[src/rtl/dmem_arbiter.sv]
// rtl/dmem_arbiter.sv - two-port round-robin arbiter in front of a single-port data memory
// Optional build macro: DMEM_ARB_FIXED_PRIO_EN (port 0 always wins a conflict).
module dmem_arbiter #(
  parameter int AW = 5,
  parameter int DW = 16
) (
  input  logic          clk,
  input  logic          rst,
  input  logic          req0_i,
  input  logic          we0_i,
  input  logic [AW-1:0] addr0_i,
  input  logic [DW-1:0] data0_i,
  output logic          gnt0_o,
  output logic [DW-1:0] data0_o,
  output logic          vld0_o,
  input  logic          req1_i,
  input  logic          we1_i,
  input  logic [AW-1:0] addr1_i,
  input  logic [DW-1:0] data1_i,
  output logic          gnt1_o,
  output logic [DW-1:0] data1_o,
  output logic          vld1_o,
  output logic [AW-1:0] mem_Addr_o,
  output logic [DW-1:0] mem_data_o,
  output logic          mem_WEn_o,
  input  logic [DW-1:0] mem_data_i
);

  logic [AW-1:0] mem_addr_q, mem_addr_d;
  logic [DW-1:0] mem_data_q, mem_data_d;
  logic          we_q, we_d;
  logic          busy_q, busy_d;
  logic          pid_q, pid_d;
  logic [DW-1:0] data0_q, data0_d, data1_q, data1_d;
  logic          vld0_q, vld0_d, vld1_q, vld1_d;

`ifdef DMEM_ARB_FIXED_PRIO_EN
  // Fixed priority: port 0 wins every conflict; no grant history is kept.
  always_comb begin
    gnt0_o = req0_i & ~rst;
    gnt1_o = req1_i & ~req0_i & ~rst;
  end
`else
  logic last_gnt_q, last_gnt_d;

  // Round-robin: on a conflict the port that was not granted last wins.
  always_comb begin
    gnt0_o     = req0_i & (~req1_i | last_gnt_q) & ~rst;
    gnt1_o     = req1_i & (~req0_i | ~last_gnt_q) & ~rst;
    last_gnt_d = last_gnt_q;
    if (gnt0_o) begin
      last_gnt_d = 1'b0;
    end else if (gnt1_o) begin
      last_gnt_d = 1'b1;
    end
  end

  // Grant history only moves on a transfer; reset favours port 0 first.
  always_ff @(posedge clk) begin
    if (rst) begin
      last_gnt_q <= 1'b1;
    end else begin
      last_gnt_q <= last_gnt_d;
    end
  end
`endif

  // Request stage: latch the winning access; address/data hold when idle.
  always_comb begin
    mem_addr_d = mem_addr_q;
    mem_data_d = mem_data_q;
    we_d       = 1'b0;
    busy_d     = 1'b0;
    pid_d      = pid_q;
    if (gnt0_o) begin
      mem_addr_d = addr0_i;
      mem_data_d = data0_i;
      we_d       = we0_i;
      busy_d     = 1'b1;
      pid_d      = 1'b0;
    end else if (gnt1_o) begin
      mem_addr_d = addr1_i;
      mem_data_d = data1_i;
      we_d       = we1_i;
      busy_d     = 1'b1;
      pid_d      = 1'b1;
    end
  end

  // Response stage: sample memory read data at the end of the access cycle.
  always_comb begin
    data0_d = data0_q;
    data1_d = data1_q;
    vld0_d  = 1'b0;
    vld1_d  = 1'b0;
    if (busy_q && !we_q) begin
      if (pid_q) begin
        data1_d = mem_data_i;
        vld1_d  = 1'b1;
      end else begin
        data0_d = mem_data_i;
        vld0_d  = 1'b1;
      end
    end
  end

  // Pipeline registers; reset drops any in-flight read.
  always_ff @(posedge clk) begin
    if (rst) begin
      mem_addr_q <= '0;
      mem_data_q <= '0;
      we_q       <= 1'b0;
      busy_q     <= 1'b0;
      pid_q      <= 1'b0;
      data0_q    <= '0;
      data1_q    <= '0;
      vld0_q     <= 1'b0;
      vld1_q     <= 1'b0;
    end else begin
      mem_addr_q <= mem_addr_d;
      mem_data_q <= mem_data_d;
      we_q       <= we_d;
      busy_q     <= busy_d;
      pid_q      <= pid_d;
      data0_q    <= data0_d;
      data1_q    <= data1_d;
      vld0_q     <= vld0_d;
      vld1_q     <= vld1_d;
    end
  end

  // Reset gating keeps an in-flight write from committing during reset.
  assign mem_WEn_o  = we_q & busy_q & ~rst;
  assign mem_Addr_o = mem_addr_q;
  assign mem_data_o = mem_data_q;
  assign data0_o    = data0_q;
  assign data1_o    = data1_q;
  assign vld0_o     = vld0_q;
  assign vld1_o     = vld1_q;

endmodule
[config.mk]
export PLATFORM = sky130hd
export DESIGN_NAME = dmem_arbiter
export DESIGN_NICKNAME = d
export VERILOG_FILES = /design/src/rtl/dmem_arbiter.sv
export SDC_FILE = /design/constraint.sdc
export NUM_CORES = 1
export LEC_CHECK = 0
export CORE_MARGIN = 4
export CORE_UTILIZATION = 25
export CTS_CLUSTER_SIZE = 12
export DETAILED_ROUTE_END_ITERATION = 10
export GPL_TIMING_DRIVEN = 0
export PLACE_DENSITY = 0.57
export SETUP_SLACK_MARGIN = 0.1
export SLEW_MARGIN = 20
export SYNTH_ARGS = -nofsm -noshare
export SYNTH_HDL_FRONTEND = slang
export SYNTH_SLANG_ARGS = --single-unit
[constraint.sdc]
create_clock -name clk -period 3 [get_ports clk]
set_clock_uncertainty 0.1 [all_clocks]
set_input_delay 0.45 -clock clk [delete_from_list [all_inputs] [get_ports clk]]
set_output_delay 0.45 -clock clk [all_outputs]
set_load 0.01 [all_outputs]
==> out/metrics.csv, run 1 <==
metric,value,unit
drt-total-wl,7738,um
hold_buffers,0,
fmax,377.3,MHz
reg2reg_setup_slack,1480,ps
layout-drive-gt1-share,7.538,%
port_buffers,120,
syn_area,2308,um^2
crit_fanout,10,
setup_ws,349.4,ps
crit_chain,"buf_2, clkbuf_1, clkbuf_1, nor2_1, clkdlybuf4s50_1",
total_power,2.029,mW
hold_end,data1_o[2],
cts_tree,done,
grt_max_degree,13,
postCtsSetupBuffers,0,
vias_per_cell,4.743,
max_cap_viol_count,0,
track_usage,14.31,%
numClockSinks,59,
die-area,10830,um^2
pre_cts_slack,330.4,ps
p_per_area,524.4,nW/um^2
tightest_slew,570.3,ps
place_congestion,0.7645,
syn_to_final_growth,67.59,%
final_common_cell,clkdlybuf4s50_1,
hold_viol,0,
cp_slowest_cell,clkdlybuf4s50_1,
timing.rr.start,we_q,
rsz0062_at_grt,no,
grt-ovfl-total,0,
grt_pass1_wl,12700,um
min_path_cells,2,
die_x,104.1,um
slew_headroom,61.98,%
slew_violations,0,
yosys_warnings,0,
synth_cells,262,
ctsResizeCount,0,
cts_buffer_depth,2,
syn_avg_cell_area,8.811,um^2
met3WireLength,680,um
syn_nets,326,
wl_met2,3482,um
final_cell_mix,"clkdlybuf4s50_1 (120), nand2_1 (66), dfxtp_1 (59)",
critical_path.endpoint_type,primary output,
holdWs,357.2,ps
num_rows,34,
coreArea,8848,um^2
antennaDiodeCount,0,
nets,457,
seq_area,1181,um^2
pin_count,122,
start_util,26.09,%
status,completed,
synth-seq-area-share,51.17,%
die_y,104.1,um
max_stage_delay,520,ps
r2r-end,data1_o[7],
nFillCells,922,
top_layer_used,met4,
grt_pass1_vias,2493,
worstHoldStart,data1_o[2],
crit_type,input port to primary output,
fin_crit_sh,88.35,%
antenna_found_initial,0,
multi_input_area,927.1,um^2
crit_required,2450,ps
synth-seq-cells,59,
drt-pass1-iter-count,4,
yosysUniqueCellTypes,24,
met1_length,3505,um
crit_top_cell,clkbuf_1,
drt_iter0_markers,67,
finalSetupViolations,0,
peakVddDrop,0.0002199,V
routedWlPerCell,15.29,um
post-route-min-period,2651,ps
cp-start-kind,input port,
tns,0,ps
cts_root_buffer,clkbuf_8,
leakagePower,1.457,nW
cts_made_buffers,9,
route.antenna.remaining_nets,0,
rr_worst_depth,4,
clock_latency,330,ps
drc_errors,0,
cp.arrival,2100,ps
vias,2400,
hold_path.class,register to register,
cts_max_level,3,
clkTransAtPathRegs,70,ps
hpwl,5726,um
==> cell type report <==
cell class                 instances  share of cell area (%)
timing repair buffer             120                   31.05
sequential                        59                   30.53
multi-input combinational        160                   23.97
tap                              108                   3.493
buffer                            23                   3.234
clock buffer                       9                   3.202
clock inverter                     7                   2.587
inverter                          20                   1.940
==> critical path, delay by kind of cell <==
kind / cells / cell delay, ps
buffers and inverters: 4 / 1540
AND/OR/NAND/NOR: 1 / 100
==> how the worst max path moves through the flow <==
stage,from,endpoint,slack [ps],depth (start not counted)
floorplan,rst,mem_WEn_o,1220,4
global placement,rst,mem_WEn_o,290,5
detailed placement,rst,mem_WEn_o,330,5
CTS,rst,mem_WEn_o,330,5
global route,rst,mem_WEn_o,210,5
finish,rst,mem_WEn_o,350,5
==> metal layers <==
metal | global-route usage (%) | vias up
met2 | 22.89 | 108
met1 | 18.05 | 1098
li1 | - | 1186
met5 | 0 | -
met4 | 4.179 | 0
met3 | 5.214 | 8
==> cells in the mapped netlist (all sizes together) <==
library cell | count | area share [%]
nand2 | 66 | 11
nand2b | 2 | 0.65
or3b | 1 | 0.38
buf | 10 | 3.3
nand3 | 2 | 0.43
a21oi | 32 | 6.9
dfxtp | 59 | 51
clkbuf | 13 | 2.2
o21ai | 2 | 0.43
a21o | 1 | 0.33
inv | 20 | 3.3
nand3b | 1 | 0.33
a22o | 1 | 0.38
nor3 | 1 | 0.22
a221o | 20 | 8.7
and3b | 3 | 1.3
a31oi | 1 | 0.27
nor3b | 1 | 0.54
nor2 | 6 | 0.98
a2111oi | 20 | 7.6
==> through the flow <==
stage / util (%) / cells / cell area [um^2]
after detailed placement: 41.19 / 490 / 3645
final: 43.72 / 506 / 3869
after global placement: 41.19 / 490 / 3645
after CTS: 43.72 / 506 / 3869
after floorplan: - / 262 / 2308
after global routing: 43.72 / 506 / 3869
==> where the power goes <==
part	internal [mW]	switching, mW	total, mW
combinational	0.200	0.142	0.342
sequential	0.832	0.0272	0.859
clock	0.475	0.353	0.828
total	1.51	0.522	2.03
==> cell families (layout without fill, tap and decap cells) <==
| logic type | Yosys count | in the layout | share of synthesized area (%) |
|---|---|---|---|
| buffers and inverters | 43 | 179 | 8.672 |
| AO/OA/AOI/OAI | 77 | 77 | 24.61 |
| AND/OR/NAND/NOR | 83 | 83 | 15.56 |
| flip-flops | 59 | 59 | 51.17 |
==> sequential cells by signal, indices dropped and copies added (netlist names) <==
name / flops
mem_Addr_o: 5
mem_data_o: 16
vld0_o: 1
busy_q: 1
pid_q: 1
data1_o: 16
we_q: 1
last_gnt_q: 1
data0_o: 16
vld1_o: 1
(Power assumes the default switching activity.)
==> inputs of run 2 (changes only) <==
--- a/config.mk
+++ b/config.mk
@@ -9,8 +9,9 @@
 export CORE_UTILIZATION = 25
 export CTS_CLUSTER_SIZE = 12
 export DETAILED_ROUTE_END_ITERATION = 10
+export DONT_BUFFER_PORTS = 1
 export GPL_TIMING_DRIVEN = 0
-export PLACE_DENSITY = 0.57
+export PLACE_DENSITY = 0.4
 export SETUP_SLACK_MARGIN = 0.1
 export SLEW_MARGIN = 20
 export SYNTH_ARGS = -nofsm -noshare
==> constraint.sdc (replaced) <==
create_clock -name clk -period 2.5 [get_ports clk]
set_clock_uncertainty 0.1 [all_clocks]
set_input_delay 0.375 -clock clk [delete_from_list [all_inputs] [get_ports clk]]
set_output_delay 0.375 -clock clk [all_outputs]
set_load 0.01 [all_outputs]
==> out/metrics.csv, run 2 (synthesized netlist as in run 1, its figures left out) <==
metric,value,unit
nets,337,
top_layer_used,met4,
grt_pass1_wl,10670,um
clkTransAtPathRegs,80,ps
numPlacedInstances,370,
die_y,104.1,um
ctsResizeCount,0,
antenna_found_initial,0,
peakVddDrop,0.0002178,V
cts_root_buffer,clkbuf_8,
multi_input_area,927.1,um^2
rsz0062_at_grt,no,
start_util,26.09,%
nFillCells,957,
syn_to_final_growth,14.47,%
hold_buffers,0,
crit_type,input port to primary output,
grt-ovfl-total,0,
grt_pass1_vias,1951,
status,completed,
met1_length,2978,um
track_usage,12.52,%
route.antenna.remaining_nets,0,
hold_path.class,input port to register,
coreArea,8848,um^2
cts_max_level,3,
stdcell_count,386,
post-route-min-period,1993,ps
place_congestion,0.7165,
final_util,29.86,%
die-area,10830,um^2
seq_area,1181,um^2
pin_count,122,
final_common_cell,nand2_1,
finalSetupViolations,0,
grt_max_degree,13,
slew_violations,0,
max_cap_viol_count,0,
cts_made_buffers,9,
cts_tree,done,
slew_headroom,65.98,%
fin_crit_sh,79.72,%
wl_met2,3099,um
vias_per_cell,4.894,
layout-drive-gt1-share,10.79,%
drt_iter0_markers,81,
hpwl,4935,um
p_per_area,803.1,nW/um^2
leakagePower,0.9888,nW
met3WireLength,731,um
vias,1889,
numClockSinks,59,
timing.rr.start,pid_q,
clock_latency,330,ps
critPathLaunch,rst,
worstHoldStart,mem_data_i[6],
antennaDiodeCount,0,
tns,0,ps
fmax,501.8,MHz
routedWlPerCell,17.73,um
critical_path.endpoint_type,primary output,
port_buffers,0,
tightest_slew,510.3,ps
drc_errors,0,
cp.arrival,1520,ps
drt-pass1-iter-count,4,
hold_viol,0,
postCtsSetupBuffers,0,
die_x,104.1,um
final_cell_mix,"nand2_1 (66), dfxtp_1 (59), a21oi_1 (32)",
crit_fanout,10,
cts_buffer_depth,2,
drt-total-wl,6844,um
crit_required,2030,ps
cp-start-kind,input port,
num_rows,34,
run 2: cell count changes in the layout (fill, tap and decap cells not counted):
cell             delta
bufinv_16           -1
clkdlybuf4s50_1   -120
clkinv_4            -2
clkinvlp_4          +3
run 2: worst paths after layout:
path | to | slack (ps) | cells past startpoint
worst max-delay path | mem_WEn_o | 510 | 4
worst min-delay path | data0_o[6] | 50 | 2
worst max register to register | data1_o[9] | 970 | 5
worst min register to register | data1_o[8] | 400 | 2
run 2: layer usage:
| layer | global-route usage [%] | vias to the layer above |
|---|---|---|
| met5 | 0 | - |
| met4 | 4.274 | 0 |
| met3 | 6.828 | 2 |
| met2 | 18.62 | 80 |
| met1 | 15.32 | 870 |
| li1 | - | 937 |
run 2: layout make-up:
class	count	area share [%]
flip-flops and latches	59	44.70
multi-input cells	160	35.09
well taps	108	5.114
plain buffers	23	4.735
clock buffers	9	4.688
clock inverters	7	2.841
inverters	20	2.841
run 2: worst max-delay path, cell delays in order:
cell and delay [ps]:
buf_2 160, clkbuf_1 360, clkbuf_1 430, nor2_1 180
run 2: power breakdown:
part           switching [mW]  internal [mW]  leakage, nW
logic                  0.0967         0.0682        0.412
registers              0.0683          0.999        0.485
clock network           0.426          0.465       0.0923
total                   0.591           1.53        0.989
run 2: metrics by stage:
stage                     setup slack (ps)  area, um^2  power [mW]  hold slack [ps]
after global routing                 385.7        2643       2.218            42.16
final                                507.0        2643       2.122            53.08
after floorplan                      866.4        2308       1.204            372.8
after global placement               458.7        2444       1.257            392.3
after detailed placement             468.4        2444       1.258            393.2
after CTS                            469.9        2643       2.154            38.36
==> inputs of run 3 (changes only) <==
==> constraint.sdc (replaced) <==
create_clock -name clk -period 1.9 [get_ports clk]
set_clock_uncertainty 0.1 [all_clocks]
set_input_delay 0.285 -clock clk [delete_from_list [all_inputs] [get_ports clk]]
set_output_delay 0.285 -clock clk [all_outputs]
set_load 0.01 [all_outputs]
==> out/metrics.csv, run 3 (synthesized netlist as in run 1, its figures left out) <==
metric,value,unit
grt_max_degree,13,
cts_buffer_depth,2,
cts_max_level,3,
grt-ovfl-total,0,
route.antenna.remaining_nets,0,
max_cap_viol_count,0,
post-route-min-period,1667,ps
crit_chain,"buf_2, clkbuf_1, clkbuf_2, nor2_1",
port_buffers,0,
slew_violations,0,
cts_root_buffer,clkbuf_8,
drc_errors,0,
drt-total-wl,7120,um
hold_path.class,input port to register,
use_met1,16.05,%
finalSetupViolations,0,
cp-start-kind,input port,
busiest_layer,met2,
crit_type,input port to primary output,
layout-drive-gt1-share,9.748,%
cts_made_buffers,9,
grt_pass1_wl,11340,um
clock_latency,340,ps
final_cell_mix,"nand2_1 (66), dfxtp_1 (59), dlygate4sd3_1 (40)",
cp.arrival,1280,ps
num_rows,34,
nFillCells,930,
hpwl,4935,um
grt_use_met2,20.06,%
drt-pass1-iter-count,4,
cp_slowest_cell,clkbuf_1,
die_y,104.1,um
cts_tree,done,
numClockSinks,59,
leakagePower,1.159,nW
slew_headroom,65.58,%
grt_pass1_vias,2152,
track_usage,13.07,%
final_common_cell,nand2_1,
use_met3,6.145,%
drt_iter0_markers,74,
rsz0062_at_grt,no,
vias,2051,
peakVddDrop,0.0002918,V
crit_required,1510,ps
crit_fanout,10,
die-area,10830,um^2
p_per_area,941.9,nW/um^2
hold_viol,0,
fmax,599.7,MHz
fin_crit_sh,87.76,%
tns,0,ps
tightest_slew,516.3,ps
start_util,26.09,%
max_stage_delay,370,ps
setup_ws,232.6,ps
pre_cts_slack,48.38,ps
status,completed,
holdWs,15.65,ps
syn_to_final_growth,31.87,%
coreArea,8848,um^2
vias_per_cell,4.815,
postCtsSetupBuffers,0,
pin_count,122,
clkTransAtPathRegs,70,ps
antenna_found_initial,0,
die_x,104.1,um
place_congestion,0.7165,
critical_path.endpoint_type,primary output,
routedWlPerCell,16.71,um
nets,377,
antennaDiodeCount,0,
run 3: final timing paths:
kind                            depth (start not counted)  startpoint  slack, ps             to
worst max register to register                          5       pid_q        360     data1_o[8]
worst min register to register                          2  data1_o[8]        400     data1_o[8]
worst min-delay path                                    2      req1_i         20  mem_data_o[2]
worst max-delay path                                    4         rst        230      mem_WEn_o
run 3: power breakdown:
| part | total, mW | internal [mW] | leakage [nW] | switching (mW) |
|---|---|---|---|---|
| clock network | 1.17 | 0.611 | 0.0923 | 0.559 |
| logic | 0.292 | 0.145 | 0.582 | 0.147 |
| registers | 1.40 | 1.31 | 0.485 | 0.0909 |
run 3: routing by layer:
metal  routed length, um  vias up
met2                3274       84
met4                  44        0
li1                    -     1019
met1                3185      944
met3                 615        4
met5                   0        -
run 3: area by class of cell:
class | instances | area (um^2) | share of cell area [%]
buffer | 23 | 126.4 | 4.151
clock buffer | 9 | 123.9 | 4.069
clock inverter | 7 | 75.07 | 2.466
inverter | 20 | 75.07 | 2.466
multi-input combinational | 160 | 927.1 | 30.46
sequential | 59 | 1181 | 38.80
tap | 108 | 135.1 | 4.439
timing repair buffer | 40 | 400.4 | 13.15
run 3: what timing repair did:
item | 4_1_cts | 5_1_grt
gates resized for setup | 1 | 0
hold buffers | 40 | 0
endpoints found under the hold margin | 55 | 0
setup endpoints to repair | 1 | 0
run 3: critical path, delay by kind of cell:
| kind | cells | cell delay (ps) |
|---|---|---|
| AND/OR/NAND/NOR | 1 | 130 |
| buffers and inverters | 3 | 860 |
run 3: per-stage QoR:
step           area [um^2]  instances  utilization (%)  power [mW]
2_1_floorplan         2308        262                -       1.585
3_3_place_gp          2444        370            27.62       1.654
3_5_place_dp          2444        370            27.62       1.655
4_1_cts               3044        426            34.40       2.907
5_1_grt               3044        426            34.40       2.995
6_report              3044        426            34.40       2.867
